`config.mk`:
```
export PLATFORM = sky130hd
export DESIGN_NAME = transpose_wr_burst_packer_flat
export DESIGN_NICKNAME = d
export VERILOG_FILES = /design/src/rtl/transpose_wr_burst_packer_if.sv /design/src/rtl/transpose_wr_burst_packer.sv /design/src/flat_wrapper.sv
export SDC_FILE = /design/constraint.sdc
export NUM_CORES = 1
export LEC_CHECK = 0
export ABC_AREA = 1
export BUFFER_PORTS_ARGS = -buffer_cell sky130_fd_sc_hd__buf_4
export CELL_PAD_IN_SITES_DETAIL_PLACEMENT = 1
export CELL_PAD_IN_SITES_GLOBAL_PLACEMENT = 1
export CORE_AREA = 5 5 238 240
export DETAILED_ROUTE_END_ITERATION = 8
export DIE_AREA = 0 0 243 245
export GPL_TIMING_DRIVEN = 1
export PLACE_DENSITY_LB_ADDON = 0.25
export SLEW_MARGIN = 20
export SYNTH_ARGS = -nofsm -noshare
export SYNTH_HDL_FRONTEND = slang
export SYNTH_SLANG_ARGS = --single-unit
```
`constraint.sdc`:
```
create_clock -name clk -period 4.85 [get_ports clk]
set_clock_uncertainty 0.1 [all_clocks]
set_input_delay 1.455 -clock clk [delete_from_list [all_inputs] [get_ports clk]]
set_output_delay 1.455 -clock clk [all_outputs]
set_load 0.005 [all_outputs]
```
`src/rtl/transpose_wr_burst_packer_if.sv`:
```
// Handshake and bus bundle between the transpose beat stream, the MCIF write port and job control.
// The packer takes the slave view; whoever drives jobs and models MCIF takes the master view.
interface transpose_wr_burst_packer_if #(
  parameter int unsigned DAT_W      = 256,
  parameter int unsigned LOG2_BURST = 4
);
  localparam int unsigned PdW = 2 + LOG2_BURST + 32 + DAT_W;

  logic             start;
  logic [31:0]      base_addr;
  logic [31:0]      beat_num;
  logic             dat_in_vld;
  logic [DAT_W-1:0] dat_in_pd;
  logic             dat_in_rdy;
  logic             wr_req_vld;
  logic             wr_req_rdy;
  logic [PdW-1:0]   wr_req_pd;
  logic             wr_rsp_complete;
  logic             done;

  modport master (
    output start, base_addr, beat_num, dat_in_vld, dat_in_pd, wr_req_rdy, wr_rsp_complete,
    input  dat_in_rdy, wr_req_vld, wr_req_pd, done
  );

  modport slave (
    input  start, base_addr, beat_num, dat_in_vld, dat_in_pd, wr_req_rdy, wr_rsp_complete,
    output dat_in_rdy, wr_req_vld, wr_req_pd, done
  );
endinterface

```
`src/rtl/transpose_wr_burst_packer.sv`:
```
// Packs the transposed beat stream into MCIF write bursts at linearly increasing addresses,
// limits bursts in flight, and pulses done once every burst has completed.
module transpose_wr_burst_packer #(
  parameter int unsigned DAT_W      = 256,
  parameter int unsigned BURST_LEN  = 16,
  parameter int unsigned LOG2_BURST = 4,
  parameter int unsigned MAX_OUTS   = 8,
  parameter int unsigned LOG2_OUTS  = 3
) (
  input logic                        clk,
  input logic                        rst_n,
  transpose_wr_burst_packer_if.slave bus
);

  localparam logic [31:0]           Stride  = 32'(DAT_W / 8);
  localparam logic [LOG2_BURST-1:0] LenOne  = {{(LOG2_BURST-1){1'b0}}, 1'b1};
  localparam logic [LOG2_BURST-1:0] LenMax  = LOG2_BURST'(BURST_LEN - 1);
  localparam logic [LOG2_OUTS:0]    OutsOne = {{LOG2_OUTS{1'b0}}, 1'b1};
  localparam logic [LOG2_OUTS:0]    OutsMax = (LOG2_OUTS+1)'(MAX_OUTS);

  typedef enum logic [1:0] {StIdle, StRun, StDrain, StDone} state_e;

  state_e                state_q, state_d;
  logic [31:0]           addr_q, addr_d;
  logic [31:0]           remain_q, remain_d;
  logic [LOG2_BURST-1:0] beat_idx_q, beat_idx_d;
  logic [LOG2_BURST-1:0] len_m1_q, len_m1_d;
  logic [LOG2_OUTS:0]    outs_cnt_q, outs_cnt_d;

  logic                  run, sof, eof, credit_ok, accept, inc, dec;
  logic [LOG2_BURST-1:0] first_len_m1, cur_len_m1;

  // Burst length is decided from the remaining count on the first beat, then held.
  assign first_len_m1 = (remain_q >= 32'(BURST_LEN)) ? LenMax
                                                      : remain_q[LOG2_BURST-1:0] - LenOne;
  assign sof          = (beat_idx_q == '0);
  assign cur_len_m1   = sof ? first_len_m1 : len_m1_q;
  assign eof          = (beat_idx_q == cur_len_m1);
  assign run          = (state_q == StRun);
  // Credit is only checked at burst start so a started burst always runs to completion.
  assign credit_ok    = !(sof && (outs_cnt_q == OutsMax));
  assign accept       = run && bus.dat_in_vld && bus.wr_req_rdy && credit_ok;
  assign inc          = accept && eof;
  assign dec          = bus.wr_rsp_complete && (outs_cnt_q != '0);

  assign bus.wr_req_vld = run && bus.dat_in_vld && credit_ok;
  assign bus.dat_in_rdy = run && bus.wr_req_rdy && credit_ok;
  assign bus.wr_req_pd  = {sof, eof, cur_len_m1, addr_q, bus.dat_in_pd};
  assign bus.done       = (state_q == StDone);

  always_comb begin
    outs_cnt_d = outs_cnt_q;
    if (inc && !dec) begin
      outs_cnt_d = outs_cnt_q + OutsOne;
    end else if (dec && !inc) begin
      outs_cnt_d = outs_cnt_q - OutsOne;
    end
  end

  always_comb begin
    state_d    = state_q;
    addr_d     = addr_q;
    remain_d   = remain_q;
    beat_idx_d = beat_idx_q;
    len_m1_d   = len_m1_q;
    unique case (state_q)
      StIdle: begin
        if (bus.start) begin
          addr_d     = bus.base_addr;
          remain_d   = bus.beat_num;
          beat_idx_d = '0;
          state_d    = (bus.beat_num == 32'd0) ? StDone : StRun;
        end
      end
      StRun: begin
        if (accept) begin
          remain_d = remain_q - 32'd1;
          if (sof) begin
            len_m1_d = first_len_m1;
          end
          if (eof) begin
            beat_idx_d = '0;
            addr_d     = addr_q + (32'(cur_len_m1) + 32'd1) * Stride;
          end else begin
            beat_idx_d = beat_idx_q + LenOne;
          end
          if (remain_q == 32'd1) begin
            state_d = StDrain;
          end
        end
      end
      StDrain: begin
        if (outs_cnt_d == '0) begin
          state_d = StDone;
        end
      end
      StDone: begin
        state_d = StIdle;
      end
      default: begin
        state_d = StIdle;
      end
    endcase
  end

  always_ff @(posedge clk or negedge rst_n) begin
    if (!rst_n) begin
      state_q    <= StIdle;
      addr_q     <= '0;
      remain_q   <= '0;
      beat_idx_q <= '0;
      len_m1_q   <= '0;
      outs_cnt_q <= '0;
    end else begin
      state_q    <= state_d;
      addr_q     <= addr_d;
      remain_q   <= remain_d;
      beat_idx_q <= beat_idx_d;
      len_m1_q   <= len_m1_d;
      outs_cnt_q <= outs_cnt_d;
    end
  end

endmodule

```
`src/flat_wrapper.sv`:
```
// flat-port wrapper written by rule: the top's interface ports become plain ports
module transpose_wr_burst_packer_flat 
#(
  parameter int unsigned DAT_W      = 256,
  parameter int unsigned BURST_LEN  = 16,
  parameter int unsigned LOG2_BURST = 4,
  parameter int unsigned MAX_OUTS   = 8,
  parameter int unsigned LOG2_OUTS  = 3
)
  (clk, rst_n, bus_start, bus_base_addr, bus_beat_num, bus_dat_in_vld, bus_dat_in_pd, bus_wr_req_rdy, bus_wr_rsp_complete, bus_dat_in_rdy, bus_wr_req_vld, bus_wr_req_pd, bus_done);
  transpose_wr_burst_packer_if #(.DAT_W(DAT_W), .LOG2_BURST(LOG2_BURST)) bus_i ();
  input logic clk;
  input logic rst_n;
  input wire logic [$bits(bus_i.start)-1:0] bus_start;
  input wire logic [$bits(bus_i.base_addr)-1:0] bus_base_addr;
  input wire logic [$bits(bus_i.beat_num)-1:0] bus_beat_num;
  input wire logic [$bits(bus_i.dat_in_vld)-1:0] bus_dat_in_vld;
  input wire logic [$bits(bus_i.dat_in_pd)-1:0] bus_dat_in_pd;
  input wire logic [$bits(bus_i.wr_req_rdy)-1:0] bus_wr_req_rdy;
  input wire logic [$bits(bus_i.wr_rsp_complete)-1:0] bus_wr_rsp_complete;
  output wire logic [$bits(bus_i.dat_in_rdy)-1:0] bus_dat_in_rdy;
  output wire logic [$bits(bus_i.wr_req_vld)-1:0] bus_wr_req_vld;
  output wire logic [$bits(bus_i.wr_req_pd)-1:0] bus_wr_req_pd;
  output wire logic [$bits(bus_i.done)-1:0] bus_done;
  assign bus_i.start = bus_start;
  assign bus_i.base_addr = bus_base_addr;
  assign bus_i.beat_num = bus_beat_num;
  assign bus_i.dat_in_vld = bus_dat_in_vld;
  assign bus_i.dat_in_pd = bus_dat_in_pd;
  assign bus_i.wr_req_rdy = bus_wr_req_rdy;
  assign bus_i.wr_rsp_complete = bus_wr_rsp_complete;
  assign bus_dat_in_rdy = bus_i.dat_in_rdy;
  assign bus_wr_req_vld = bus_i.wr_req_vld;
  assign bus_wr_req_pd = bus_i.wr_req_pd;
  assign bus_done = bus_i.done;
  transpose_wr_burst_packer #(.DAT_W(DAT_W), .BURST_LEN(BURST_LEN), .LOG2_BURST(LOG2_BURST), .MAX_OUTS(MAX_OUTS), .LOG2_OUTS(LOG2_OUTS)) u_core (.clk(clk), .rst_n(rst_n), .bus(bus_i));
endmodule
```
==> results of run 1 <==
## metrics by stage
step	instances	utilization	worst slack, ns	total power, mW
floorplan	1017	-	1.15	3.52
global placement	1556	0.131	0.226	4.53
detailed placement	1556	0.131	0.160	4.54
CTS	1572	0.137	0.137	5.40
global route	1574	0.138	0.0241	5.83
finish	1574	0.138	0.553	5.23
## tightest hold or removal path, delay by kind of cell, from the launching register on
family | cells | cell delay [ns]
DFF | 1 | 0.35
and+or+nand+nor | 1 | 0.05
AOI/OAI and AO/OA | 1 | 0.06
## state kept, by name (all words and copies together), names as in the netlist
register and flops:
u_core.addr_q 32, u_core.beat_idx_q 4, u_core.len_m1_q 4, u_core.outs_cnt_q 4, u_core.remain_q 32, u_core.state_q 2
## metal layers
metal	vias up	global-route usage	share of wire
li1	2746	-	-
met1	2758	0.105	0.43
met2	252	0.142	0.46
met3	96	0.0377	0.079
met4	0	0.0384	0.032
met5	-	0	0
## what timing repair did
item | CTS | global route
setup buffers | 0 | 1
setup endpoints to repair | 0 | 7
gates resized for setup | 0 | 4
## Yosys cell counts, types with 5 or more instances
cell	instances
a31oi_1	14
a21oi_1	29
o211ai_1	7
nor4_1	17
nand2_1	170
dfrtp_1	78
a22oi_1	5
nor3_1	11
xor2_1	21
nor2_1	86
nand3_1	41
o21ai_0	69
ha_1	17
nor2_2	6
inv_1	75
buf_4	259
nand2_2	15
xnor2_1	6
o21ai_1	5
o22ai_1	14
nor2_4	6
nand4_1	12
clkbuf_1	19
nand2_4	7
## power breakdown
part / internal (mW) / leakage [nW] / total (mW) / switching (mW)
registers: 0.973 / 0.940 / 1.34 / 0.368
clock network: 0.470 / 0.159 / 0.805 / 0.336
logic: 1.15 / 2.19 / 3.09 / 1.93
## layout make-up
class | instances | area [um^2] | share of cell area
flip-flops and latches | 78 | 1950 | 0.260
well taps | 704 | 881 | 0.117
repair buffers | 121 | 928 | 0.124
clock inverters | 6 | 93.8 | 0.0125
multi-input cells | 577 | 3120 | 0.415
clock buffers | 10 | 239 | 0.0318
inverters | 78 | 293 | 0.0390
## cells by family (layout without fill, tap and decap cells)
family,after synthesis,count (layout),share of synthesized area
and+or+nand+nor,381,381,0.241
AOI/OAI and AO/OA,151,151,0.115
xor gates and xnor gates,27,27,0.0320
DFF,78,78,0.264
adders and majority gates,18,18,0.0315
buffers and inverters,362,215,0.317
## worst paths after layout
kind / end / slack [ns] / cells past startpoint
min in group asynchronous: u_core.addr_q[30] / 0.88 / 1
max: u_core.addr_q[28] / 0.55 / 28
min: u_core.addr_q[3] / 0.39 / 2
max reg2reg: u_core.addr_q[28] / 0.55 / 28
min reg2reg: u_core.addr_q[3] / 0.39 / 2
max in group asynchronous: u_core.remain_q[11] / 3.19 / 2
==> impl_metrics.py, run 1 <==
metrics = {
    "yosys": {
        "netlist.area_leader.share": 0.264,
        "syn_inst": 1017,
        "async_flop_share": 1.00,
        "seq_area_frac_synth": 0.264,
        "synth_top_area_cell": "dfrtp_1",
        "ys_warn_count": 0,
        "synth_edf_count": 0,
        "synthFlopType": "dfrtp_1",
        "synth_cell_types": 41,
        "synthTopCellsByArea": "dfrtp_1 26%, buf_4 26%, nand2_1 8.6%",
        "synth.cell_area_um2": 7390,
        "synth_nets": 1361,
        "syn_area_per_cell_um2": 7.27,
        "ys_ff_latch": 78,
    },
    "setup_path": {
        "critical_path_class": "flip-flop to flip-flop",
        "critPathLaunch": "u_core.beat_idx_q[0]",
        "arrival_ns": 4.47,
        "required_ns": 5.03,
        "slowest_stage": "dfrtp_1",
        "path_delay_family": "simple AND/OR/NAND/NOR gates",
        "endpoint_kind": "flip-flop",
        "critPathLaunchType": "flip-flop",
        "path_max_fanout": 6,
        "critPathMostFrequentCell": "inv_1",
        "r2r_start": "u_core.beat_idx_q[0]",
        "cp_num_buf_inv": 8,
        "slowest_delay_ns": 0.41,
    },
    "power_and_ir_drop": {
        "irDropWorstVdd_uv": 305,
        "p_leak_nw": 3.29,
        "powerDensity_nw_per_um2": 698,
    },
    "die": {
        "start_util": 0.136,
        "die_w_um": 243,
        "io_pins": 623,
        "rows": 86,
        "fp.dieH_um": 245,
        "die_area_um2": 59500,
        "core-area_um2": 54400,
    },
    "detailed_routing": {
        "vias": 5852,
        "route.detailed.drc": 0,
        "final_antenna_net_count": 0,
        "viasPerCell": 3.72,
        "routed_wl_um": 26900,
        "drt_iter0_drc": 183,
        "first_pass_iters": 4,
        "post_drt_wl_per_cell_um": 17.1,
    },
    "sta": {
        "setup-violations-final": 0,
        "slew_violations": 0,
        "hold_violations": 0,
        "holdWs_ns": 0.388,
        "fmax_mhz": 233,
        "finalCriticalPeriod_ns": 4.30,
        "rsz0062_at_grt": "no",
        "slew_headroom": 0.436,
        "fin_tns_setup_ns": 0,
        "period_share": 0.886,
        "worst_pin_slew_ns": 0.846,
    },
    "clock_tree": {
        "clock-root-buffer": "clkbuf_16",
        "clk_latency_ns": 0.37,
        "numCtsBuffers": 9,
        "hold_buffers": 0,
        "cts_tree": "built",
        "clkTransAtPathRegs_ns": 0.07,
        "cts_sinks": 78,
        "cts-htree-levels": 3,
        "cts_buffer_depth": 2,
    },
    "final_layout": {
        "syn_to_final_growth_pct": 1.51,
        "nFillCells": 6543,
        "final_common_cell": "nand2_1",
        "post-route-cell-area_um2": 7500,
        "nNetsFinal": 1209,
        "drive_above_1_share": 0.216,
        "final_cell_mix": "170 x nand2_1, 120 x buf_4, 85 x nor2_1, 78 x dfrtp_1, 74 x inv_1",
        "diodes": 0,
    },
    "hold_path": {
        "hold_start": "u_core.addr_q[3]",
        "hold_class": "flip-flop to flip-flop",
    },
    "global_route": {
        "grt-ovfl-total": 0,
        "grt_pass1_wl_um": 40200,
        "grt_max_degree": 73,
        "grt_usage": 0.0889,
        "grt_pass1_vias": 6218,
        "antenna_found_initial": 0,
    },
    "place": {
        "globalplace.congestion": 0.694,
        "place_area_um2": 7130,
        "port_buffers": 110,
        "dp_hpwl_um": 20700,
    },
    "run": {
        "maxCapViolCount": 0,
    },
    "status": {
        "status": "completed",
    },
}
(Power assumes the default switching activity.)
==> run 2, diff against run 1 <==
RECOVER_POWER = 50   (was not set)
==> run 2 against run 1 <==
  * The run now ends with capacitance limit, slew limit left
  * Wire length is essentially flat
  * Core utilization shrank 0.14 points
  * Via count grew 0.19%
  * Clock power is essentially flat
  * Highest routed layer unchanged
  * Global-route usage is the same
  * Critical endpoint unchanged
  * Sequential share of layout area grew 0.26 points
  * Register-to-register slack is essentially flat
  * Critical path type unchanged
  * Cell area shrank 0.98%
  * Cell count is the same
==> impl_metrics.py, run 2 (synthesis gave the netlist of run 1 again) <==
metrics = {
    "status": {
        "status": "finished, violations left",
        "violations": "capacitance limit, slew limit",
    },
    "detailed_routing": {
        "viasPerCell": 3.72,
        "drt_iter0_drc": 189,
        "vias": 5863,
        "final_antenna_net_count": 0,
        "first_pass_iters": 4,
        "route.detailed.drc": 0,
        "routed_wl_um": 26900,
        "post_drt_wl_per_cell_um": 17.1,
    },
    "clock_tree": {
        "cts_buffer_depth": 2,
        "numCtsBuffers": 9,
        "cts-htree-levels": 3,
        "cts_sinks": 78,
        "clock-root-buffer": "clkbuf_16",
        "cts_tree": "built",
        "clk_latency_ns": 0.37,
        "clkTransAtPathRegs_ns": 0.07,
    },
    "global_route": {
        "grt-ovfl-total": 0,
        "grt_usage": 0.0889,
        "grt_pass1_vias": 6218,
        "grt_pass1_wl_um": 40200,
        "antenna_found_initial": 0,
        "grt_max_degree": 73,
    },
    "sta": {
        "finalCriticalPeriod_ns": 4.29,
        "setup-violations-final": 0,
        "hold_violations": 0,
        "worst_pin_slew_ns": 2.05,
        "slew_headroom": -0.365,
        "fmax_mhz": 233,
        "fin_tns_setup_ns": 0,
        "rsz0062_at_grt": "no",
        "worst_slack_ns": 0.555,
        "period_share": 0.886,
        "slew_violations": 39,
    },
    "place": {
        "dp.cells": 1556,
        "dp_slack_ns": 0.160,
        "dp_hpwl_um": 20700,
        "port_buffers": 110,
        "globalplace.congestion": 0.694,
    },
    "setup_path": {
        "critPathMostFrequentCell": "inv_1",
        "slowest_stage": "dfrtp_1",
        "arrival_ns": 4.47,
        "critPathLaunchType": "flip-flop",
        "slowest_delay_ns": 0.41,
        "critical_path_class": "flip-flop to flip-flop",
        "required_ns": 5.03,
        "critPathLaunch": "u_core.beat_idx_q[0]",
        "r2r_start": "u_core.beat_idx_q[0]",
        "path_max_fanout": 6,
        "endpoint_kind": "flip-flop",
    },
    "die": {
        "io_pins": 623,
        "fp.dieH_um": 245,
        "start_util": 0.136,
        "rows": 86,
        "core-area_um2": 54400,
        "die_area_um2": 59500,
        "die_w_um": 243,
    },
    "final_layout": {
        "diodes": 0,
        "drive_above_1_share": 0.199,
        "largestRegisters": "u_core.addr_q x32, u_core.remain_q x32",
        "nNetsFinal": 1209,
        "final_cells": 1574,
        "syn_to_final_growth_pct": 0.508,
        "final_common_cell": "nand2_1",
        "final_util": 0.136,
        "final_cell_mix": "170 x nand2_1, 85 x nor2_1, 83 x buf_4, 78 x dfrtp_1, 75 x inv_1",
    },
    "power_and_ir_drop": {
        "p_total_mw": 5.20,
        "powerDensity_nw_per_um2": 699,
        "irDropWorstVdd_uv": 303,
        "p_leak_nw": 3.23,
    },
    "hold_path": {
        "hold_start": "u_core.addr_q[3]",
        "hold_class": "flip-flop to flip-flop",
    },
    "run": {
        "maxCapViolCount": 1,
    },
}
[run 2: cell count changes in the layout (fill, tap and decap cells not counted), sizes merged]
cell	before	now
buf	121	83
clkbuf	10	48
[run 2: layout make-up]
cell class	count	area, um^2
inverter	78	293
clock inverter	6	93.8
tap	704	881
fill	6556	47000
clock buffer	10	239
multi-input combinational	577	3110
sequential	78	1950
timing repair buffer	121	857
[run 2: path summary, 6_finish.rpt]
check	slack [ns]	endpoint	cells after the start
setup reg to reg	0.56	u_core.addr_q[28]	28
setup / recovery	0.56	u_core.addr_q[28]	28
hold reg to reg	0.38	u_core.addr_q[3]	2
min in group asynchronous	1.19	u_core.addr_q[30]	1
hold / removal	0.38	u_core.addr_q[3]	2
max in group asynchronous	1.51	u_core.remain_q[11]	2
[run 2: per-stage QoR]
stage	hold WS, ns	cell area, um^2
after floorplan	0.354	7390
after global placement	0.377	7130
after detailed placement	0.378	7130
after CTS	0.396	7460
after global routing	0.418	7430
final	0.385	7430
[run 2: power by group]
| part | total, mW | leakage, nW | internal, mW | switching, mW |
|---|---|---|---|---|
| logic | 3.05 | 2.13 | 1.12 | 1.93 |
| clock network | 0.803 | 0.159 | 0.470 | 0.334 |
| registers | 1.34 | 0.940 | 0.973 | 0.366 |
[run 2: critical path: cells and delay by family, from the launching register on]
family                     cells  cell delay [ns]
buffers and inverters          8             0.90
AOI/OAI and AO/OA              4             0.55
adders and majority gates      3             0.70
and+or+nand+nor               12             1.39
DFF                            1             0.41
xor gates and xnor gates       1             0.16
[run 2: per-layer routing]
layer	part of all wire	global-route usage	vias up
met1	0.43	0.105	2766
met3	0.076	0.0377	96
met4	0.032	0.0384	0
li1	-	-	2745
met5	0	0	-
met2	0.46	0.142	256
[run 2: repair_timing]
action / 4_1_cts / 5_1_grt
hold buffers: 0 / 0
setup buffers: 0 / 1
gates resized for setup: 0 / 4
endpoints found under the setup margin: 0 / 7
